## config.mk

```make
export PLATFORM = sky130hd
export DESIGN_NAME = program_counter_unit_flat
export DESIGN_NICKNAME = d
export VERILOG_FILES = /design/src/rtl/mips_pc_pkg.sv /design/src/rtl/program_counter_unit_if.sv /design/src/rtl/next_pc_mux.sv /design/src/rtl/program_counter_unit.sv /design/src/flat_wrapper.sv
export SDC_FILE = /design/constraint.sdc
export NUM_CORES = 1
export LEC_CHECK = 0
export ABC_AREA = 1
export BUFFER_PORTS_ARGS = -buffer_cell sky130_fd_sc_hd__buf_2
export CAP_MARGIN = 20
export CORE_ASPECT_RATIO = 1.1
export CORE_MARGIN = 2
export CORE_UTILIZATION = 57
export DETAILED_ROUTE_END_ITERATION = 16
export GPL_ROUTABILITY_DRIVEN = 0
export PLACE_DENSITY = 0.89
export SLEW_MARGIN = 20
export SYNTH_ARGS = -nofsm -noshare
export SYNTH_HDL_FRONTEND = slang
export SYNTH_SLANG_ARGS = --single-unit
```

## constraint.sdc

```tcl
create_clock -name clk -period 4.85 [get_ports clk]
set_clock_uncertainty 0.05 [all_clocks]
set_input_delay 0 -clock clk [delete_from_list [all_inputs] [get_ports clk]]
set_output_delay 0 -clock clk [all_outputs]
set_load 0.005 [all_outputs]
```

## src/rtl/mips_pc_pkg.sv

```systemverilog
// rtl/mips_pc_pkg.sv - shared types and constants for the program counter stage
// Contents:
//   pc_state_e           RUN/HALT controller states
//   pc_sel_e             next-PC source encoding
//   PC_INCR              sequential PC increment
//   DEFAULT_RESET_VECTOR PC value loaded on reset unless overridden
package mips_pc_pkg;

    typedef enum logic {
        RUN  = 1'b0,
        HALT = 1'b1
    } pc_state_e;

    typedef enum logic [1:0] {
        SEL_SEQ    = 2'd0,
        SEL_BRANCH = 2'd1,
        SEL_JUMP   = 2'd2,
        SEL_JR     = 2'd3
    } pc_sel_e;

    localparam logic [31:0] PC_INCR              = 32'd4;
    localparam logic [31:0] DEFAULT_RESET_VECTOR = 32'h0000_0000;

endpackage

```

## src/rtl/program_counter_unit_if.sv

```systemverilog
// rtl/program_counter_unit_if.sv - control/status bundle of the program counter stage
// Signals (slave = program counter, master = upstream decode/execute):
//   stall, branch, branchOffset, jump, jumpIndex, jumpReg, regTarget, haltReq  -> into PC stage
//   pc, pcPlus4, branchTarget, halted, misaligned, instrCount                   <- from PC stage
// Parameter COUNT_W sets the width of instrCount.
interface program_counter_unit_if #(
    parameter int COUNT_W = 32
);
    logic               stall;
    logic               branch;
    logic [31:0]        branchOffset;
    logic               jump;
    logic [25:0]        jumpIndex;
    logic               jumpReg;
    logic [31:0]        regTarget;
    logic               haltReq;
    logic [31:0]        pc;
    logic [31:0]        pcPlus4;
    logic [31:0]        branchTarget;
    logic               halted;
    logic               misaligned;
    logic [COUNT_W-1:0] instrCount;

    modport master (
        output stall, branch, branchOffset, jump, jumpIndex, jumpReg, regTarget, haltReq,
        input  pc, pcPlus4, branchTarget, halted, misaligned, instrCount
    );

    modport slave (
        input  stall, branch, branchOffset, jump, jumpIndex, jumpReg, regTarget, haltReq,
        output pc, pcPlus4, branchTarget, halted, misaligned, instrCount
    );

endinterface

```

## src/rtl/next_pc_mux.sv

```systemverilog
// rtl/next_pc_mux.sv - combinational next-PC source selection
// Ports:
//   pc_plus4_i       sequential successor of the current PC
//   branch_target_i  pc_plus4 + branch offset
//   reg_target_i     rs value for JR
//   jump_index_i     instruction bits [25:0] for J/JAL
//   branch_i, jump_i, jump_reg_i  taken indications
//   next_pc_o        selected next PC (not yet alignment-handled)
module next_pc_mux
    import mips_pc_pkg::*;
(
    input  logic [31:0] pc_plus4_i,
    input  logic [31:0] branch_target_i,
    input  logic [31:0] reg_target_i,
    input  logic [25:0] jump_index_i,
    input  logic        branch_i,
    input  logic        jump_i,
    input  logic        jump_reg_i,
    output logic [31:0] next_pc_o
);

    pc_sel_e     sel;
    logic [31:0] jump_target;

    // Jumps stay inside the 256 MB region of the delay-slot address.
    assign jump_target = {pc_plus4_i[31:28], jump_index_i, 2'b00};

    always_comb begin
        sel = SEL_SEQ;
        if (jump_reg_i) begin
            sel = SEL_JR;
        end else if (jump_i) begin
            sel = SEL_JUMP;
        end else if (branch_i) begin
            sel = SEL_BRANCH;
        end
    end

    always_comb begin
        next_pc_o = pc_plus4_i;
        case (sel)
            SEL_JR:     next_pc_o = reg_target_i;
            SEL_JUMP:   next_pc_o = jump_target;
            SEL_BRANCH: next_pc_o = branch_target_i;
            default:    next_pc_o = pc_plus4_i;
        endcase
    end

endmodule

```

## src/rtl/program_counter_unit.sv

```systemverilog
// rtl/program_counter_unit.sv - PC register, retired-instruction counter and RUN/HALT control
// Ports:
//   clk     rising-edge clock
//   reset   synchronous active-high reset
//   pc_bus  slave side of program_counter_unit_if (inputs: stall/branch/jump/jumpReg/haltReq
//           and targets; outputs: pc, pcPlus4, branchTarget, halted, misaligned, instrCount)
// Build option: PC_ALIGN_CHECK_EN - when defined, a misaligned selected target halts the
//   controller and sets the sticky misaligned flag; otherwise bits [1:0] are forced to zero.
module program_counter_unit
    import mips_pc_pkg::*;
#(
    parameter logic [31:0] RESET_VECTOR = DEFAULT_RESET_VECTOR,
    parameter int          COUNT_W      = 32
) (
    input logic                    clk,
    input logic                    reset,
    program_counter_unit_if.slave  pc_bus
);

    pc_state_e          state_q, state_d;
    logic [31:0]        pc_q, pc_d;
    logic [COUNT_W-1:0] count_q, count_d;
    logic [31:0]        pc_plus4;
    logic [31:0]        branch_target;
    logic [31:0]        next_pc;
    logic               try_advance;
    logic               misalign_hit;
    logic               advance;

    assign pc_plus4      = pc_q + PC_INCR;
    assign branch_target = pc_plus4 + pc_bus.branchOffset;

    next_pc_mux u_next_pc_mux (
        .pc_plus4_i      (pc_plus4),
        .branch_target_i (branch_target),
        .reg_target_i    (pc_bus.regTarget),
        .jump_index_i    (pc_bus.jumpIndex),
        .branch_i        (pc_bus.branch),
        .jump_i          (pc_bus.jump),
        .jump_reg_i      (pc_bus.jumpReg),
        .next_pc_o       (next_pc)
    );

    // A halt request wins over any taken control transfer, stalled or not.
    assign try_advance = (state_q == RUN) && !pc_bus.stall && !pc_bus.haltReq;

`ifdef PC_ALIGN_CHECK_EN
    logic misaligned_q, misaligned_d;
    logic [31:0] next_pc_final;

    assign misalign_hit  = try_advance && (next_pc[1:0] != 2'b00);
    assign next_pc_final = next_pc;
    assign misaligned_d  = misaligned_q | misalign_hit;

    always_ff @(posedge clk) begin
        if (reset) begin
            misaligned_q <= 1'b0;
        end else begin
            misaligned_q <= misaligned_d;
        end
    end

    assign pc_bus.misaligned = misaligned_q;
`else
    logic [31:0] next_pc_final;

    assign misalign_hit      = 1'b0;
    assign next_pc_final     = next_pc & 32'hFFFF_FFFC;
    assign pc_bus.misaligned = 1'b0;
`endif

    assign advance = try_advance && !misalign_hit;

    always_comb begin
        state_d = state_q;
        pc_d    = pc_q;
        count_d = count_q;
        case (state_q)
            RUN: begin
                if (pc_bus.haltReq || misalign_hit) begin
                    state_d = HALT;
                end
                if (advance) begin
                    pc_d    = next_pc_final;
                    count_d = count_q + COUNT_W'(1);
                end
            end
            default: begin
                state_d = HALT;
            end
        endcase
    end

    always_ff @(posedge clk) begin
        if (reset) begin
            state_q <= RUN;
            pc_q    <= RESET_VECTOR;
            count_q <= '0;
        end else begin
            state_q <= state_d;
            pc_q    <= pc_d;
            count_q <= count_d;
        end
    end

    assign pc_bus.pc           = pc_q;
    assign pc_bus.pcPlus4      = pc_plus4;
    assign pc_bus.branchTarget = branch_target;
    assign pc_bus.halted       = (state_q == HALT);
    assign pc_bus.instrCount   = count_q;

endmodule

```

## src/flat_wrapper.sv

```systemverilog
// flat-port wrapper written by rule: the top's interface ports become plain ports
module program_counter_unit_flat import mips_pc_pkg::*;
#(
    parameter logic [31:0] RESET_VECTOR = DEFAULT_RESET_VECTOR,
    parameter int          COUNT_W      = 32
)
  (clk, reset, pc_bus_stall, pc_bus_branch, pc_bus_branchOffset, pc_bus_jump, pc_bus_jumpIndex, pc_bus_jumpReg, pc_bus_regTarget, pc_bus_haltReq, pc_bus_pc, pc_bus_pcPlus4, pc_bus_branchTarget, pc_bus_halted, pc_bus_misaligned, pc_bus_instrCount);
  program_counter_unit_if #(.COUNT_W(COUNT_W)) pc_bus_i ();
  input logic clk;
  input logic reset;
  input wire logic [$bits(pc_bus_i.stall)-1:0] pc_bus_stall;
  input wire logic [$bits(pc_bus_i.branch)-1:0] pc_bus_branch;
  input wire logic [$bits(pc_bus_i.branchOffset)-1:0] pc_bus_branchOffset;
  input wire logic [$bits(pc_bus_i.jump)-1:0] pc_bus_jump;
  input wire logic [$bits(pc_bus_i.jumpIndex)-1:0] pc_bus_jumpIndex;
  input wire logic [$bits(pc_bus_i.jumpReg)-1:0] pc_bus_jumpReg;
  input wire logic [$bits(pc_bus_i.regTarget)-1:0] pc_bus_regTarget;
  input wire logic [$bits(pc_bus_i.haltReq)-1:0] pc_bus_haltReq;
  output wire logic [$bits(pc_bus_i.pc)-1:0] pc_bus_pc;
  output wire logic [$bits(pc_bus_i.pcPlus4)-1:0] pc_bus_pcPlus4;
  output wire logic [$bits(pc_bus_i.branchTarget)-1:0] pc_bus_branchTarget;
  output wire logic [$bits(pc_bus_i.halted)-1:0] pc_bus_halted;
  output wire logic [$bits(pc_bus_i.misaligned)-1:0] pc_bus_misaligned;
  output wire logic [$bits(pc_bus_i.instrCount)-1:0] pc_bus_instrCount;
  assign pc_bus_i.stall = pc_bus_stall;
  assign pc_bus_i.branch = pc_bus_branch;
  assign pc_bus_i.branchOffset = pc_bus_branchOffset;
  assign pc_bus_i.jump = pc_bus_jump;
  assign pc_bus_i.jumpIndex = pc_bus_jumpIndex;
  assign pc_bus_i.jumpReg = pc_bus_jumpReg;
  assign pc_bus_i.regTarget = pc_bus_regTarget;
  assign pc_bus_i.haltReq = pc_bus_haltReq;
  assign pc_bus_pc = pc_bus_i.pc;
  assign pc_bus_pcPlus4 = pc_bus_i.pcPlus4;
  assign pc_bus_branchTarget = pc_bus_i.branchTarget;
  assign pc_bus_halted = pc_bus_i.halted;
  assign pc_bus_misaligned = pc_bus_i.misaligned;
  assign pc_bus_instrCount = pc_bus_i.instrCount;
  program_counter_unit #(.RESET_VECTOR(RESET_VECTOR), .COUNT_W(COUNT_W)) u_core (.clk(clk), .reset(reset), .pc_bus(pc_bus_i));
endmodule
```

==> flow_summary_export.csv <==
group,metric,value,unit
sta,achievable-frequency,0.271,GHz
setup_path,critical_path.endpoint_type,"output pin",
clock_tree,numCtsBuffers,9,
setup_path,critical_path_buf_inv_count,3,
die,row_count,41,
die,placeableCoreArea,11500,µm²
synth,ys.flop_type,"dfxtp_1",
die,fp.dieW,108,µm
sta,finalHoldViolations,0,
setup_path,crit_path_top_delay_cell,"dfxtp_1",
setup_path,cp_max_fo,5,
power,power_per_cell_area,209,nW/µm²
power,power.ir.vdd_worst,0.000292,V
drt,viasPerCell,5.48,
grt,grt_util_all_layers,36.6,%
sta,min_period_over_period,76.2,%
setup_path,crit_type,"register to output pin",
cells_and_area,layout.cells.most_common,"nand2_1",
clock_tree,cts-htree-levels,3,
cells_and_area,mostFrequentLayoutCells,"nand2_1, buf_2, inv_1",
sta,hold-worst-slack,0.0417,ns
sta,totalNegativeSetupSlack,0,ns
setup_path,worst_path_largest_cell_delay,0.41,ns
grt,grt_antenna_before_repair,1,
setup_path,crit_path_cell_trace,"ha_1 -> nand2_1 -> nor2_1 -> nand2_1 -> nor2_1 -> xor2_1 -> inv_1 -> ha_1 -> nand2_1 -> nor2_1 -> inv_1 -> nor2_1 -> nand4_1 -> nand3_1 -> nand2_1 -> and2_1 -> buf_2",
sta,final_max_slew_viol_count,0,
setup_path,crit_path_start_kind,"register",
clock_tree,clkLatencyLatePin,0.34,ns
drt,drt-total-wl,23800,µm
synth,sequential_fraction_of_the_synthesis_area,18.5,%
setup_path,timing.critical_path.arrival,3.65,ns
synth,synth_enable_flop_cells,0,
drt,first_pass_iters,6,
cells_and_area,synthToLayoutAreaGrowth,24.2,%
grt,largest_net_degree_at_the_start_of_global_routing,51,
synth,synth.distinct_cells,46,
clock_tree,ctsLongestPathBuffers,2,
synth,post_synth_inst_count,1212,
clock_tree,cts_tree,"built",
sta,tightestPinTransition,0.881,ns
setup_path,critPathRequiredTime,4.80,ns
cells_and_area,sequential_cell_area,1260,µm²
drt,routed_wire_length_per_instance,15.0,µm
hold_path,min_path_type,"input port to register",
setup_path,timing.critical_path.max_delay_family,"simple AND/OR/NAND/NOR gates",
placed_design,post-place-cells,1552,
status,run_status,"finished clean",
cells_and_area,fin_cells,1586,
cells_and_area,final_layout_size_suffix_gt1_share,19.7,%
drt,drtIter0Drc,805,
cells_and_area,multi_input_comb_area,4670,µm²
sta,worst_slew_margin_rel,40.9,%
die,design.portCount,227,
power,fin_total_pwr,1.77,mW
synth,ys_async_sr_fraction,0,%
drt,post-route-drc-count,0,
sta,setup_viol,0,
synth,post_synth_instance_area,6810,µm²
cells_and_area,num-nets-final,1561,
power,p_leak,4.60,nW
synth,postSynthAreaPerCell,5.62,µm²
clock_tree,post-cts-setup-buffer-count,0,
cells_and_area,final.fill_count,989,
clock_tree,cts_sinks,63,
sta,final_period_minus_worst_setup_slack,3.70,ns
die,die_area,12800,µm²
placed_design,dpl.hpwl,18800,µm
drt,antenna_violating_nets_post_route,0,
clock_tree,cts-root-buf,"clkbuf_16",
placed_design,place.port_buffers,215,
grt,grt_pass1_vias,7968,
die,die-height,119,µm
grt,wire_length_of_the_first_global_routing_pass,37200,µm
clock_tree,clk_pin_slew_worst_paths,0.05,ns
synth,synth_warnings,0,
drt,detailroute.via_count,8688,
die,start_util,59.0,%
job,maxCapViolCount,0,
synth,register_bit_total_from_synthesis,63,
sta,setup_repair_after_global_routing_missed_its_margin,"no",
grt,grt_overflow,0,
-- flip-flops by register name (all words and copies together) (netlist names) --
signal                    count
u_core.pc_bus.pc             30
u_core.pc_bus.instrCount     32
u_core.pc_bus.halted          1
-- tightest hold or removal path, stage by stage --
cell	delay [ns]
buf_2	0.07
nand2_1	0.04
o2111ai_1	0.10
nand2_1	0.06
a21oi_1	0.12
-- per-layer routing --
metal / global-route usage [%] / vias up / part of all wire [%]
met5: 0 / - / 0
met4: 17.5 / 0 / 4.9
met3: 6.29 / 98 / 10
met2: 63.6 / 497 / 48
met1: 42.9 / 3865 / 37
li1: - / 4228 / -
-- final timing paths --
path | endpoint | start | cells after the start | slack, ns
worst min-delay path | u_core.pc_bus.pc[8] | pc_bus_regTarget[8] | 5 | 0.04
worst min register to register | u_core.pc_bus.instrCount[13] | u_core.pc_bus.instrCount[13] | 2 | 0.42
worst max-delay path | pc_bus_branchTarget[21] | u_core.pc_bus.pc[2] | 17 | 1.15
worst max register to register | u_core.pc_bus.pc[19] | u_core.pc_bus.pc[2] | 19 | 1.25
-- logic make-up after synthesis --
kind of cell / synth area share (%)
flip-flops: 18.5
other: 0.0551
XOR/XNOR: 5.90
buffers and inverters: 13.2
AND/OR/NAND/NOR: 45.2
AO/OA/AOI/OAI: 10.7
adder cells (fa/ha/maj): 6.36
-- cells in the mapped netlist (2+ instances only) --
| master | n | area [µm²] |
|---|---|---|
| nor2_1 | 116 | 435 |
| o21ai_1 | 5 | 25.0 |
| nand2_2 | 9 | 56.3 |
| nor2_2 | 9 | 56.3 |
| inv_2 | 5 | 18.8 |
| o21ai_0 | 19 | 95.1 |
| a221oi_1 | 3 | 26.3 |
| a41oi_1 | 2 | 17.5 |
| a31oi_1 | 3 | 18.8 |
| buf_4 | 7 | 52.6 |
| nand2_1 | 415 | 1560 |
| buf_1 | 2 | 7.51 |
| nand3_1 | 63 | 315 |
| and2_1 | 14 | 87.6 |
| clkinv_1 | 2 | 7.51 |
| nor3_1 | 19 | 95.1 |
| xor2_1 | 35 | 307 |
| a21oi_1 | 95 | 475 |
| inv_1 | 193 | 724 |
| nand3b_1 | 8 | 60.1 |
| o21a_1 | 2 | 15.0 |
| o21bai_1 | 3 | 22.5 |
| nor2_4 | 5 | 56.3 |
| clkbuf_1 | 17 | 63.8 |
| nand4_1 | 20 | 125 |
| buf_2 | 5 | 25.0 |
| ha_1 | 33 | 413 |
| nor3_2 | 8 | 80.1 |
| xnor2_1 | 9 | 78.8 |
| dfxtp_1 | 63 | 1260 |
| nand3_2 | 8 | 80.1 |
-- power breakdown --
group,switching [mW],internal (mW)
logic,0.312,0.199
registers,0.0209,0.533
clock network,0.229,0.477
total,0.562,1.21
-- area by class of cell --
cell class | instances | share of cell area [%]
clock inverters | 3 | 0.769
well taps | 150 | 2.22
multi-input cells | 922 | 55.2
clock buffers | 13 | 3.08
inverters | 200 | 8.87
flip-flops and latches | 63 | 14.9
repair buffers | 234 | 14.9
diodes | 1 | 0.0296
-- repair_timing --
action | 4_1_cts | 5_1_grt
resized for setup | 0 | 0
hold endpoints to repair | 12 | 0
hold buffers | 17 | 0
-- through the flow --
step	setup WS, ns	area [µm²]	util, %
5_1_grt	0.889	8460	73.3
3_3_place_gp	1.47	7960	68.9
2_1_floorplan	2.07	6820	-
6_report	1.15	8460	73.3
4_1_cts	1.25	8450	73.2
3_5_place_dp	1.42	7960	68.9
Power figures use the tool's default switching activity.
